--- config.mk ---
export PLATFORM = sky130hd
export DESIGN_NAME = proj_extender_stream
export DESIGN_NICKNAME = d
export VERILOG_FILES = /design/src/rtl/proj_extender_stream.sv
export SDC_FILE = /design/constraint.sdc
export NUM_CORES = 1
export LEC_CHECK = 0
export ABC_AREA = 1
export BUFFER_PORTS_ARGS = -buffer_cell sky130_fd_sc_hd__buf_4
export CAP_MARGIN = 20
export CORE_MARGIN = 2
export CORE_UTILIZATION = 40
export DETAILED_ROUTE_END_ITERATION = 6
export PLACE_DENSITY = 0.74
export SYNTH_ARGS = -nofsm -noshare
export SYNTH_HDL_FRONTEND = slang
export SYNTH_SLANG_ARGS = --single-unit
export TNS_END_PERCENT = 20
--- constraint.sdc ---
create_clock -name clk -period 11.4 [get_ports clk]
set_input_delay 3.42 -clock clk [delete_from_list [all_inputs] [get_ports clk]]
set_output_delay 3.42 -clock clk [all_outputs]
set_load 0.02 [all_outputs]
--- src/rtl/proj_extender_stream.sv ---
`default_nettype none
// ============================================================================
// Module      : proj_extender_stream
// Description : Streams one-hot (GFM) fragment parts per k-mer index, with
//               re-centred index, over a valid/ready handshake.
//               Optional reverse-complement mode: PROJ_EXTENDER_REVCOMP_EN
// Revision    : 1.0 - initial release
// ============================================================================
module proj_extender_stream #(
    parameter int FRAG_LEN      = 64,
    parameter int KMER_LEN      = 16,
    parameter int INDICES_COUNT = 4,
    parameter int INDICE_LEN    = 6,
    parameter int PART_BASES    = 16,
    parameter int BASE_LEN      = 2,
    parameter int ONE_HOT_LEN   = 4
) (
    input  logic                                      clk,
    input  logic                                      rst_n,
    input  logic                                      in_valid,
    output logic                                      in_ready,
    input  logic [FRAG_LEN*BASE_LEN-1:0]              in_fragment,
    input  logic [INDICES_COUNT*INDICE_LEN-1:0]       in_kmer_indices,
    input  logic [$clog2(INDICES_COUNT+1)-1:0]        in_count,
`ifdef PROJ_EXTENDER_REVCOMP_EN
    input  logic                                      in_revcomp,
`endif
    output logic                                      out_valid,
    input  logic                                      out_ready,
    output logic [INDICE_LEN:0]                       out_index,
    output logic [((FRAG_LEN/PART_BASES) > 1 ? $clog2(FRAG_LEN/PART_BASES) : 1)-1:0] out_part_idx,
    output logic                                      out_last_part,
    output logic                                      out_last,
    output logic [PART_BASES*ONE_HOT_LEN-1:0]         out_gfm
);

    localparam int C_OFFSET    = (FRAG_LEN - KMER_LEN) >> 1;
    localparam int C_PARTS     = FRAG_LEN / PART_BASES;
    localparam int C_PART_W    = (C_PARTS > 1) ? $clog2(C_PARTS) : 1;
    localparam int C_PART_BITS = PART_BASES * BASE_LEN;
    localparam int C_CNT_W     = $clog2(INDICES_COUNT + 1);
    localparam int C_IDX_W     = (INDICES_COUNT > 1) ? $clog2(INDICES_COUNT) : 1;

    typedef enum logic [0:0] {
        S_IDLE   = 1'b0,
        S_STREAM = 1'b1
    } state_t;

    state_t                              r_state, w_state_next;
    logic [C_PART_W-1:0]                 r_part, w_part_next;
    logic [C_IDX_W-1:0]                  r_idx, w_idx_next;

    logic [FRAG_LEN*BASE_LEN-1:0]        r_frag;
    logic [INDICES_COUNT*INDICE_LEN-1:0] r_indices;
    logic [C_CNT_W-1:0]                  r_count;
    logic                                w_rev;

    logic                                w_accept;
    logic                                w_beat;
    logic                                w_last_part;
    logic                                w_last;
    logic [C_CNT_W-1:0]                  w_count_clamped;
    logic [C_PART_W-1:0]                 w_src_part;
    logic [C_PART_BITS-1:0]              w_part_bits;
    logic [BASE_LEN-1:0]                 w_code;
    logic [PART_BASES*ONE_HOT_LEN-1:0]   w_gfm;
    logic [INDICE_LEN-1:0]               w_sel_idx;
    logic [INDICE_LEN:0]                 w_index;

    assign w_count_clamped = (in_count > C_CNT_W'(INDICES_COUNT)) ? C_CNT_W'(INDICES_COUNT) : in_count;
    assign w_accept        = (r_state == S_IDLE) && in_valid;
    assign w_beat          = (r_state == S_STREAM) && out_ready;
    assign w_last_part     = (r_part == C_PART_W'(C_PARTS - 1));
    assign w_last          = w_last_part && (C_CNT_W'(r_idx) == (r_count - C_CNT_W'(1)));

`ifdef PROJ_EXTENDER_REVCOMP_EN
    logic r_revcomp;
    always_ff @(posedge clk) begin
        if (w_accept) begin
            r_revcomp <= in_revcomp;
        end
    end
    assign w_rev = r_revcomp;
`else
    assign w_rev = 1'b0;
`endif

    // Captured transaction data; intentionally not reset.
    always_ff @(posedge clk) begin
        if (w_accept) begin
            r_frag    <= in_fragment;
            r_indices <= in_kmer_indices;
            r_count   <= w_count_clamped;
        end
    end

    always_ff @(posedge clk or negedge rst_n) begin
        if (!rst_n) begin
            r_state <= S_IDLE;
            r_part  <= '0;
            r_idx   <= '0;
        end else begin
            r_state <= w_state_next;
            r_part  <= w_part_next;
            r_idx   <= w_idx_next;
        end
    end

    always_comb begin
        w_state_next = r_state;
        w_part_next  = r_part;
        w_idx_next   = r_idx;
        case (r_state)
            S_IDLE: begin
                w_part_next = '0;
                w_idx_next  = '0;
                // A zero-count transaction is consumed without producing beats.
                if (w_accept && (w_count_clamped != '0)) begin
                    w_state_next = S_STREAM;
                end
            end
            S_STREAM: begin
                if (w_beat) begin
                    if (w_last_part) begin
                        w_part_next = '0;
                        if (w_last) begin
                            w_idx_next   = '0;
                            w_state_next = S_IDLE;
                        end else begin
                            w_idx_next = r_idx + C_IDX_W'(1);
                        end
                    end else begin
                        w_part_next = r_part + C_PART_W'(1);
                    end
                end
            end
            default: begin
                w_state_next = S_IDLE;
            end
        endcase
    end

    // Reverse-complement walks parts and bases backwards and inverts each code.
    assign w_src_part  = w_rev ? (C_PART_W'(C_PARTS - 1) - r_part) : r_part;
    assign w_part_bits = r_frag[w_src_part*C_PART_BITS +: C_PART_BITS];

    always_comb begin
        w_gfm  = '0;
        w_code = '0;
        for (int i = 0; i < PART_BASES; i++) begin
            if (w_rev) begin
                w_code = ~w_part_bits[(PART_BASES-1-i)*BASE_LEN +: BASE_LEN];
            end else begin
                w_code = w_part_bits[i*BASE_LEN +: BASE_LEN];
            end
            w_gfm[i*ONE_HOT_LEN +: ONE_HOT_LEN] = ONE_HOT_LEN'(1) << w_code;
        end
    end

    assign w_sel_idx = r_indices[r_idx*INDICE_LEN +: INDICE_LEN];
    assign w_index   = {1'b0, w_sel_idx} - (INDICE_LEN+1)'(C_OFFSET);

    assign in_ready      = (r_state == S_IDLE);
    assign out_valid     = (r_state == S_STREAM);
    assign out_index     = out_valid ? w_index : '0;
    assign out_part_idx  = out_valid ? r_part : '0;
    assign out_last_part = out_valid && w_last_part;
    assign out_last      = out_valid && w_last;
    assign out_gfm       = out_valid ? w_gfm : '0;

endmodule
`default_nettype wire
======== Yosys cells after proc, flatten, opt, wreduce, memory -nomap -nowiden ========
Index checks and enable logic that the tools add are counted.
cells by class
  $add $sub $neg .......................... 4
  $mul .................................... 1
  $lt $le $gt $ge ......................... 1
  equal/unequal tests ..................... 4
  shift-type cells ........................ 18
  multiplexer cells ....................... 16
  bitwise gates (word level) .............. 1
  reductions and logical operators ........ 8
operators by type and width
  cell                 count
  $shiftx 128x8->32    1
  $mux 64              1
  $shl 1x2->4 const A  16
  $shiftx 24x6->6      1
  $mux 2               6
  $pmux 2 s2           2
  $mux 7               1
  $sub 6x5->7 const B  1
  $logic_and 1x1->1    6
  $add 2x1->2 const B  2
  $mul 2x2->4 const B  1
  $mux 1               4
  $ne 2x1->1 const B   2
  $eq 2x3->1           1
  $gt 3x3->1 const B   1
  $mux 3               1
  $reduce_bool 3->1    1
  $sub 3x1->3 const B  1
  $eq 2x2->1 const B   1
  $pmux 1 s2           1
  $reduce_and 2->1     1
  $not 1->1            1
word-level totals
  bits in registers ....................... 160
  input port bits ......................... 159
  output and inout bits ................... 77
  logic and storage cells ................. 59

======== Depth between registers and ports, before layout ========
Gate-level depths: netlist of run 1.
  depth in word-level cells ............... 7
  mapped depth ............................ 9
  depth with buffers taken out ............ 9

======== Worst setup path after synthesis of run 1 ========
OpenSTA, ideal clock, no wires.
  kind .................................... input -> register
  start point ............................. input port in_valid
  end point ............................... register r_state, in the netlist out_valid
  library setup time ...................... 0.095 ns
  data arrival time ....................... 10.807 ns
  data required time ...................... 11.305 ns
  path slack .............................. 0.498 ns
  cell stages on the path ................. 4
  path buffers ............................ 0
  cell sequence ........................... inv_1 nor2_1 o21ai_0 nand2_1
on the way
  longest elaborated chain between the ends .. 4
RTL lines
  what                    line  text
  start, declared         20    input logic in_valid,
  $logic_and 1x1->1       71    assign w_accept = (r_state == S_IDLE) && in_valid;
  named net w_accept      58    logic w_accept;
  $logic_and 1x1->1       118   if (w_accept && (w_count_clamped != '0)) begin
  $mux 1                  118
  $pmux 1 s2              113   case (r_state)
  named net w_state_next  49    state_t r_state, w_state_next;
  end signal, assigned    103   r_state <= w_state_next;
  end, declared           49
The timed path passes the listed nets, and every way through them passes these cells.
A chain may end at the register's enable or synchronous reset.

======== Final worst setup path of run 1 ========
  start point ............................. register r_part[0]
  end point ............................... output port out_last
on the way
  longest elaborated chain between the ends .. 3
RTL lines
  what                    line  text
  start, declared         50    logic [C_PART_W-1:0] r_part, w_part_next;
  start signal, assigned  104   r_part <= w_part_next;
  $eq 2x2->1              73    assign w_last_part = (r_part == C_PART_W'(C_PARTS - 1));
  $logic_and 1x1->1       74    assign w_last = w_last_part && (C_CNT_W'(r_idx) == (r_count - C_CNT_W'(1)));
  $logic_and 1x1->1       168   assign out_last = out_valid && w_last;
  end, declared           33    output logic out_last,
No other way between the ends.

==> flow_summary.ini, run 1 <==
[pwr]
power_per_standard_cell_area_nw_per_um2 = 282
p_seq_share_pct = 30.1
power.static_leakage_uw = 0.00412
power.share.combinational_pct = 48.3
power.clock.fraction_pct = 21.7
netSwitchingFraction_pct = 41.6
vdd_ir_drop_max_mv = 0.180
switchingPower_uw = 1100
cellInternalPower_uw = 1540

[floorplanning]
die-width_um = 135
die_h_um = 135
fp-row-count = 47
dieArea_um2 = 18100
coreArea_um2 = 16600
effective_utilization_at_floorplan_pct = 41.0
ios = 236

[yosys]
synth.area.top_cells = edfxtp_1 (68%), nand2_1 (12%), nand3_1 (6.3%)
synth_edf_count = 155
synth_area_leader_cell = edfxtp_1
synth_cells = 635
post_synth_instance_area_um2 = 6820
ys_warn_count = 0
synth_sequential_area_ratio_pct = 70.1
synth_cell_type_count = 21
syn-num-nets = 797
synth-async-reset-ratio_pct = 3.13
synth_area_per_cell_um2 = 10.7
ys.flop_type = edfxtp_1
synth_common_cells = nand2_1 (212), edfxtp_1 (155), nor2_1 (87)
synth_seq_cells = 160
synth.top_cell.area_share_pct = 68.2
synthMostInstantiatedCell = nand2_1

[job]
max_cap_violations = 0

[clock_network]
htree_num_levels = 4
holdBufCountCts = 0
cts_made_buffers = 17
clock_tree_from_tritoncts = built
cell_chosen_for_the_clock_root = clkbuf_16
cts.sinks = 160
max_clock_buf_depth = 2
clk_latency_ns = 0.42
cts-resized-gates = 0
path_clk_slew_ns = 0.06
postCtsSetupRepairBufs = 0

[worst_setup_path]
crit_path_end_kind = output pin
cp_data_required_time_ns = 7.98
criticalPathCategory = flop to output pin
crit_path_start_kind = flop
timing.critical_path.arrival_ns = 2.33
path_max_fanout = 66

[place]
total_half_perimeter_wirelength_after_legalization_and_detailed_placement_mm = 12.0
gp_congestion = 0.829
io_buffers = 235

[global_route]
grt_start_max_net_pins = 91
grt.overflow.total = 0
grt_pass1_wl_mm = 26.1
first_global_vias = 4987
grt_antenna_before_repair = 0
gr-usage-all-layers_pct = 19.5

[hold_path]
min-delay-path-class = flop to flop

[finish]
syn_to_final_growth_pct = 37.0
antenna_cells_inserted = 0
finish.net_count = 1027
layout-drive-gt1-share_pct = 32.8
finish.utilization_pct = 56.1

[routing]
initialDrtViolationCount = 355
routed_wl_mm = 17.5
drtAntennaViolNets = 0
detailroute.via_count = 5205
number_of_vias_per_cell_after_detailed_routing = 4.74
route.detailed.wl_per_inst_um = 15.9
drt_pass1_iterations = 4
drc = 0

[timing]
timing.clock.skew_ns = 0.00838
relSlewSlack_pct = 39.9
timing.setup.tns_ns = 0
final_period_minus_worst_setup_slack_ns = 5.75
timing.final.hold_violations = 0
max_freq_mhz = 174
rsz0062_at_grt = no
slew_violations = 0
finalSetupViolCount = 0
post-route-period-util_pct = 50.4
timing_worst_slew_pin_value_ns = 0.902

[run_status]
run_status = finished, final reports clean
==> worst max-delay path, cell delays in order, from the launching register on <==
cell and delay [ns]:
dfrtp_2 0.36, buf_4 0.54, ha_1 0.35, nand2_1 0.08
nor2_1 0.17, nand2_1 0.10, nor2_1 0.13, buf_4 0.16
==> power groups by stage <==
| stage | Combinational (uW) | Clock, uW | Sequential [uW] |
|---|---|---|---|
| 2_1_floorplan | 820 | 0 | 795 |
| 3_3_place_gp | 1250 | 0 | 804 |
| 3_5_place_dp | 1280 | 0 | 807 |
| 4_1_cts | 1280 | 580 | 795 |
| 5_1_grt | 1390 | 608 | 802 |
| 6_report | 1270 | 572 | 793 |
==> per-layer routing <==
layer	track usage (%)	part of all wire [%]	vias to the layer above
met3	4.92	6.1	34
met1	22.5	39	2390
met5	0	0	-
met4	9.71	3.5	0
li1	-	-	2584
met2	33.8	51	197
==> sequential cells by signal (all words and copies together) (netlist names) <==
register	count
r_frag	128
r_part	2
r_indices	24
out_valid	1
r_count	3
r_idx	2
==> placed cells by master (no fill, tap or decap), drive strengths merged <==
cell type / n
buf: 241
nand2: 212
edfxtp: 155
nor2: 87
nand3: 86
inv: 39
clkbuf: 18
o21ai: 8
a21oi: 7
clkinv: 7
dfrtp: 5
ha: 3
bufinv: 3
clkinvlp: 2
and2: 1
nand3b: 1
o32ai: 1
a211oi: 1
xor2: 1
==> cell families after synthesis <==
kind of cell / Yosys count / synth area share, %
buf+inv: 67 / 4.93
xor+xnor: 1 / 0.128
compound gates: 17 / 1.34
simple gates: 387 / 23.0
flops: 160 / 70.1
fa+ha+maj: 3 / 0.550
==> stage by stage <==
stage | hold WS, ns | area, um^2 | instances | worst slack, ns | total power (uW)
finish | 0.751 | 9340 | 1098 | 5.65 | 2640
global placement | 0.695 | 8700 | 1064 | 5.63 | 2060
CTS | 0.754 | 9320 | 1097 | 5.58 | 2660
floorplan | 0.650 | 6820 | 635 | 0.498 | 1620
global route | 0.830 | 9340 | 1098 | 5.47 | 2800
detailed placement | 0.735 | 8720 | 1065 | 5.63 | 2080
==> cell type report <==
type	instances	area [um^2]
Fill cell	1382	7300
Sequential cell	160	4780
Timing Repair Buffer	241	1840
Multi-Input combinational cell	408	1710
Clock buffer	18	429
Tap cell	220	275
Clock inverter	14	164
Inverter	37	139
==> final timing paths <==
check / startpoint / end / slack (ns) / depth (start not counted)
max: r_part[0] / out_last / 5.65 / 7
min: r_count[0] / out_valid / 0.75 / 6
max reg2reg: out_valid / r_count[0] / 8.60 / 4
min reg2reg: r_count[0] / out_valid / 0.75 / 6
max in group asynchronous: rst_n / out_valid / 8.49 / 1
min in group asynchronous: rst_n / r_idx[0] / 2.79 / 1
Note: power is estimated with default switching activity, not from simulation.
==> run 2: changes to the inputs <==
--- a/config.mk
+++ b/config.mk
@@ -5,13 +5,13 @@
 export SDC_FILE = /design/constraint.sdc
 export NUM_CORES = 1
 export LEC_CHECK = 0
-export ABC_AREA = 1
+export ABC_AREA = 0
 export BUFFER_PORTS_ARGS = -buffer_cell sky130_fd_sc_hd__buf_4
 export CAP_MARGIN = 20
 export CORE_MARGIN = 2
 export CORE_UTILIZATION = 40
 export DETAILED_ROUTE_END_ITERATION = 6
-export PLACE_DENSITY = 0.74
+export PLACE_DENSITY = 0.75
 export SYNTH_ARGS = -nofsm -noshare
 export SYNTH_HDL_FRONTEND = slang
 export SYNTH_SLANG_ARGS = --single-unit
==> constraint.sdc (replaced) <==
create_clock -name clk -period 5.7 [get_ports clk]
set_input_delay 1.71 -clock clk [delete_from_list [all_inputs] [get_ports clk]]
set_output_delay 1.71 -clock clk [all_outputs]
set_load 0.02 [all_outputs]
==> run 2 against run 1 <==
Register-to-register slack got worse by 5.2 ns. Clock power rose by 98%. Combinational power rose by 35%. First-iteration DRC count fell by 28%. Design area fell by 2.7%. Critical endpoint is now out_gfm[25]. Worst hold slack improved by 0.028 ns. Synthesized area fell by 4.3%. Sequential share of layout area rose by 1.4 points. Wire length fell by 17%. Critical path depth fell by 3. Largest cell class unchanged.
==> flow_summary.ini, run 2 <==
[run_status]
run_status = finished, final reports clean

[pwr]
cellInternalPower_uw = 2820
power.clock.fraction_pct = 26.2
switchingPower_uw = 1510
netSwitchingFraction_pct = 34.8
power.static_leakage_uw = 0.00358
power.share.combinational_pct = 39.4
p_seq_share_pct = 34.4
power.total_uw = 4330
vdd_ir_drop_max_mv = 0.239
power_per_standard_cell_area_nw_per_um2 = 476

[yosys]
synth_cell_type_count = 32
synth.area.top_cells = edfxtp_1 (71%), mux4_2 (12%), nor2_1 (2.1%)
post_synth_instance_area_um2 = 6520
synth_edf_count = 155
ys.flop_type = edfxtp_1
synth_seq_cells = 160
synth_sequential_area_ratio_pct = 73.3
synthMostInstantiatedCell = edfxtp_1
syn-num-nets = 516
synth_area_per_cell_um2 = 18.4
synth_common_cells = edfxtp_1 (155), nor2_1 (36), mux4_2 (35)
synth-async-reset-ratio_pct = 3.13
ys_warn_count = 0
synth.top_cell.area_share_pct = 71.3
synth_cells = 354
synth_area_leader_cell = edfxtp_1

[place]
dpl-instance-area_um2 = 8480
total_half_perimeter_wirelength_after_legalization_and_detailed_placement_mm = 10.4
placed_cells = 790
gp_congestion = 0.776
io_buffers = 235

[worst_setup_path]
worst-r2r-setup-slack_ns = 3.40
path_max_fanout = 21
crit_path_start_kind = flop
ff2ff_path_depth = 3
cp_data_required_time_ns = 3.99
reg2reg_to = r_frag[124]
crit_path_end_kind = output pin
timing.critical_path.arrival_ns = 2.67
criticalPathCategory = flop to output pin
rr_startpoint = out_valid

[clock_network]
clock_tree_from_tritoncts = built
cts_made_buffers = 17
cell_chosen_for_the_clock_root = clkbuf_16
htree_num_levels = 4
clk_latency_ns = 0.42
cts.sinks = 160
holdBufCountCts = 0
cts-resized-gates = 0
postCtsSetupRepairBufs = 0
max_clock_buf_depth = 2
path_clk_slew_ns = 0.06

[routing]
detailroute.via_count = 4031
drtAntennaViolNets = 0
route.detailed.wl_per_inst_um = 17.7
routed_wl_mm = 14.6
number_of_vias_per_cell_after_detailed_routing = 4.90
drc = 0
drt_pass1_iterations = 4
initialDrtViolationCount = 254

[finish]
antenna_cells_inserted = 0
syn_to_final_growth_pct = 39.3
finish.utilization_pct = 57.2
post_layout_nonfiller_instances = 822
final_cell_mix = buf_4 (238), edfxtp_1 (155), nor2_1 (36)
filler_cell_count = 1260
max_flop_register = r_frag
layout.cells.most_common = buf_4
postLayoutCellArea_um2 = 9090
finish.net_count = 755
top_regs = r_frag (128), r_indices (24), r_count (3)
max_reg_flops = 128
layout-drive-gt1-share_pct = 53.5

[timing]
finalSetupViolCount = 0
timing.final.hold_violations = 0
slew_violations = 0
rsz0062_at_grt = no
post-route-period-util_pct = 76.9
timing.setup.tns_ns = 0
relSlewSlack_pct = 35.8
final_period_minus_worst_setup_slack_ns = 4.38
timing.clock.skew_ns = 0.00554
max_freq_mhz = 228
timing_worst_slew_pin_value_ns = 0.962

[hold_path]
min-delay-path-class = flop to flop
min_from = r_idx[1]
hold_end = r_idx[1]
min_delay_path_depth = 2

[global_route]
grt_pass1_wl_mm = 22.5
grt_start_max_net_pins = 89
grt_antenna_before_repair = 0
gr-usage-all-layers_pct = 17.0
grt.overflow.total = 0
first_global_vias = 4221

[job]
max_cap_violations = 0

[floorplanning]
effective_utilization_at_floorplan_pct = 41.1
die-width_um = 132
ios = 236
dieArea_um2 = 17300
coreArea_um2 = 15900
fp-row-count = 46
die_h_um = 132
-- run 2: layout make-up --
type | count | area [um^2] | share of cell area [%]
clock inverters | 15 | 179 | 1.97
repair buffers | 239 | 1810 | 19.9
multi-input cells | 157 | 1560 | 17.1
well taps | 216 | 270 | 2.97
clock buffers | 17 | 425 | 4.68
inverters | 18 | 67.6 | 0.744
flip-flops and latches | 160 | 4780 | 52.6
-- run 2: routing by layer --
metal	GRT usage (%)	up-vias	share of wire, %
li1	-	1856	-
met1	19.5	1981	38
met2	29.7	176	53
met3	6.52	18	8.0
met4	4.95	0	1.5
met5	0	-	0
-- run 2: how the worst max path moves through the flow --
stage | from | endpoint | cells past startpoint | slack (ns)
2_1_floorplan | in_valid | r_count[0] | 1 | 1.23
3_3_place_gp | r_part[0] | out_gfm[25] | 4 | 1.71
3_5_place_dp | r_part[0] | out_gfm[25] | 4 | 1.68
4_1_cts | r_part[0] | out_gfm[25] | 4 | 1.22
5_1_grt | r_part[0] | out_gfm[22] | 5 | 1.13
6_report | r_part[0] | out_gfm[25] | 4 | 1.32
-- run 2: worst max-delay path: stages, from the launching register on --
cell and delay, ns:
dfrtp_2 0.80, buf_4 0.44, mux4_2 0.60, nor3_1 0.20, buf_4 0.19
-- run 2: power groups by stage --
stage | Sequential [uW] | Clock [uW] | Combinational [uW]
CTS | 1500 | 1170 | 1720
global route | 1510 | 1220 | 1820
detailed placement | 1520 | 0 | 1720
floorplan | 1400 | 0 | 1190
finish | 1490 | 1130 | 1710
global placement | 1520 | 0 | 1680
-- run 2: per-stage QoR --
step,worst slack (ns),hold slack (ns)
2_1_floorplan,1.23,0.594
3_3_place_gp,1.71,0.760
3_5_place_dp,1.68,0.777
4_1_cts,1.22,0.786
5_1_grt,1.13,0.821
6_report,1.32,0.778
-- run 2: cells by family after synthesis --
logic type	Yosys count	share of synthesized area (%)
mux	40	13.6
compound gates	6	0.652
simple gates	104	8.36
fa+ha+maj	3	0.575
xor+xnor	4	0.537
flops	160	73.3
buf+inv	37	3.01
==> run 3: changes to the inputs <==
--- a/config.mk
+++ b/config.mk
@@ -11,7 +11,7 @@
 export CORE_MARGIN = 2
 export CORE_UTILIZATION = 40
 export DETAILED_ROUTE_END_ITERATION = 6
-export PLACE_DENSITY = 0.75
+export PLACE_DENSITY = 0.77
 export SYNTH_ARGS = -nofsm -noshare
 export SYNTH_HDL_FRONTEND = slang
 export SYNTH_SLANG_ARGS = --single-unit
==> constraint.sdc (replaced) <==
create_clock -name clk -period 3.6 [get_ports clk]
set_input_delay 1.08 -clock clk [delete_from_list [all_inputs] [get_ports clk]]
set_output_delay 1.08 -clock clk [all_outputs]
set_load 0.02 [all_outputs]
==> run 3 against run 2 <==
Clock-buffer cell count is 1 higher. Setup slack worse by 0.95 ns. Sequential share of layout area down 0.37 points. First-iteration DRC count fell by 20%. Total power grew 61%. Flip-flop and latch count unchanged. Worst hold slack got worse by 0.32 ns. Utilization rose by 0.41 points. Combinational power is 67% higher. Clock skew rose by 0.0017 ns. Wire length up 3.0%. Critical path depth unchanged. Critical path type unchanged. Largest power group unchanged.
==> flow_summary.ini, run 3 (synthesized netlist as in run 2, its figures left out) <==
[place]
gp_congestion = 0.752
placement.setup.worst_slack_ns = 0.808
total_half_perimeter_wirelength_after_legalization_and_detailed_placement_mm = 10.7
io_buffers = 235
dpl-instance-area_um2 = 8540

[clock_network]
clock_tree_from_tritoncts = built
max_clock_buf_depth = 2
postCtsSetupRepairBufs = 0
cts-resized-gates = 0
cts_made_buffers = 17
clk_latency_ns = 0.42
holdBufCountCts = 0
cts.sinks = 160
cell_chosen_for_the_clock_root = clkbuf_16
htree_num_levels = 4
path_clk_slew_ns = 0.06

[worst_setup_path]
cp_data_required_time_ns = 2.52
criticalPathCategory = flop to output pin
crit_path_largest_cell_delay_ns = 0.66
critical-path-slowest-cell = mux4_1
path_cells = buf_4 -> mux4_1 -> nor3_1 -> buf_4
cell_seen_most_often_among_critical_path_stages = buf_4
worst-r2r-setup-slack_ns = 1.87
rr_startpoint = out_valid
path_max_fanout = 19
timing.critical_path.arrival_ns = 2.15
reg2reg_to = r_frag[74]
crit_path_end_kind = output pin
ff2ff_path_depth = 3
crit_path_start_kind = flop

[run_status]
run_status = finished, final reports clean

[finish]
max_reg_flops = 128
max_flop_register = r_frag
antenna_cells_inserted = 0
regArea_um2 = 4780
layout.cells.most_common = buf_4
filler_cell_count = 1259
syn_to_final_growth_pct = 40.3
postLayoutCellArea_um2 = 9150
final_cell_mix = buf_4 (240), edfxtp_1 (155), nor2_1 (36)
finish.utilization_pct = 57.6
layout-drive-gt1-share_pct = 53.4
top_regs = r_frag (128), r_indices (24), r_count (3)
finish.net_count = 759
multi_input_comb_area_um2 = 1560

[routing]
number_of_vias_per_cell_after_detailed_routing = 4.97
initialDrtViolationCount = 204
detailroute.via_count = 4099
wl_met2_mm = 7.87
drc = 0
drt_pass1_iterations = 4
routed_wl_mm = 15.0
route.detailed.wl_per_inst_um = 18.2
route.met3.wl_mm = 1.07
drtAntennaViolNets = 0
maxUsedRoutingLayer = met4
wl_met1_mm = 5.76

[pwr]
power.static_leakage_uw = 0.00362
vdd_ir_drop_max_mv = 0.362
power_per_standard_cell_area_nw_per_um2 = 763

[timing]
slew_violations = 0
timing.clock.skew_ns = 0.00720
max_freq_mhz = 309
timing.final.hold_violations = 0
final.setup.worst_slack_ns = 0.368
post-route-period-util_pct = 89.8
finalSetupViolCount = 0
timing_worst_slew_pin_value_ns = 0.505
timing.setup.tns_ns = 0
final_period_minus_worst_setup_slack_ns = 3.23
rsz0062_at_grt = no
relSlewSlack_pct = 66.3

[hold_path]
min-delay-path-class = input port to async pin

[floorplanning]
ios = 236
fp-row-count = 46
die_h_um = 132
die-width_um = 132
effective_utilization_at_floorplan_pct = 41.1
coreArea_um2 = 15900
dieArea_um2 = 17300

[global_route]
grt.overflow.total = 0
grt_start_max_net_pins = 81
gr-usage-all-layers_pct = 17.6
grt_antenna_before_repair = 0
grt_pass1_wl_mm = 22.9
first_global_vias = 4444

[job]
max_cap_violations = 0
-- run 3: cell types whose count changed in the layout (fill, tap and decap cells not counted), moves of 2 or more --
| cell | previous run | this run |
|---|---|---|
| clkinv_4 | 5 | 2 |
| buf_12 | 1 | 3 |
| buf_4 | 238 | 240 |
| bufinv_16 | 2 | 4 |
-- run 3: per-stage QoR --
stage	hold slack, ns	cells	power, uW
global placement	0.781	794	5110
finish	0.455	825	6990
global route	0.438	825	7310
CTS	0.437	825	7060
detailed placement	0.811	794	5180
floorplan	0.594	354	4100
-- run 3: worst max-delay path by stage --
stage	slack, ns	cells after the start	startpoint	to
3_3_place_gp	0.81	4	r_part[0]	out_gfm[8]
5_1_grt	0.24	4	r_part[0]	out_gfm[4]
4_1_cts	0.33	4	r_part[0]	out_gfm[8]
2_1_floorplan	-0.24	1	in_valid	r_count[0]
6_report	0.37	4	r_part[0]	out_gfm[8]
3_5_place_dp	0.81	4	r_part[0]	out_gfm[8]
-- run 3: area by class of cell --
class                      count  area share [%]
sequential                   160            52.3
timing repair buffer         243            20.3
multi-input combinational    157            17.0
clock buffer                  18            4.69
tap                          216            2.95
clock inverter                13            2.02
inverter                      18           0.738
-- run 3: metal layers --
metal	up-vias	global-route usage, %
met1	2040	20.3
met2	170	30.1
met5	-	0
met3	24	6.29
met4	0	7.19
li1	1865	-
-- run 3: power by group --
group	switching [uW]	internal (uW)
combinational	1560	1310
clock	718	1160
sequential	91.8	2150
total	2370	4620
-- run 3: worst max-delay path, delay by kind of cell, from the launching register on --
kind | cells | cell delay (ns)
multiplexers | 1 | 0.66
AND/OR/NAND/NOR | 1 | 0.22
buffers and inverters | 2 | 0.51
flip-flops | 1 | 0.35
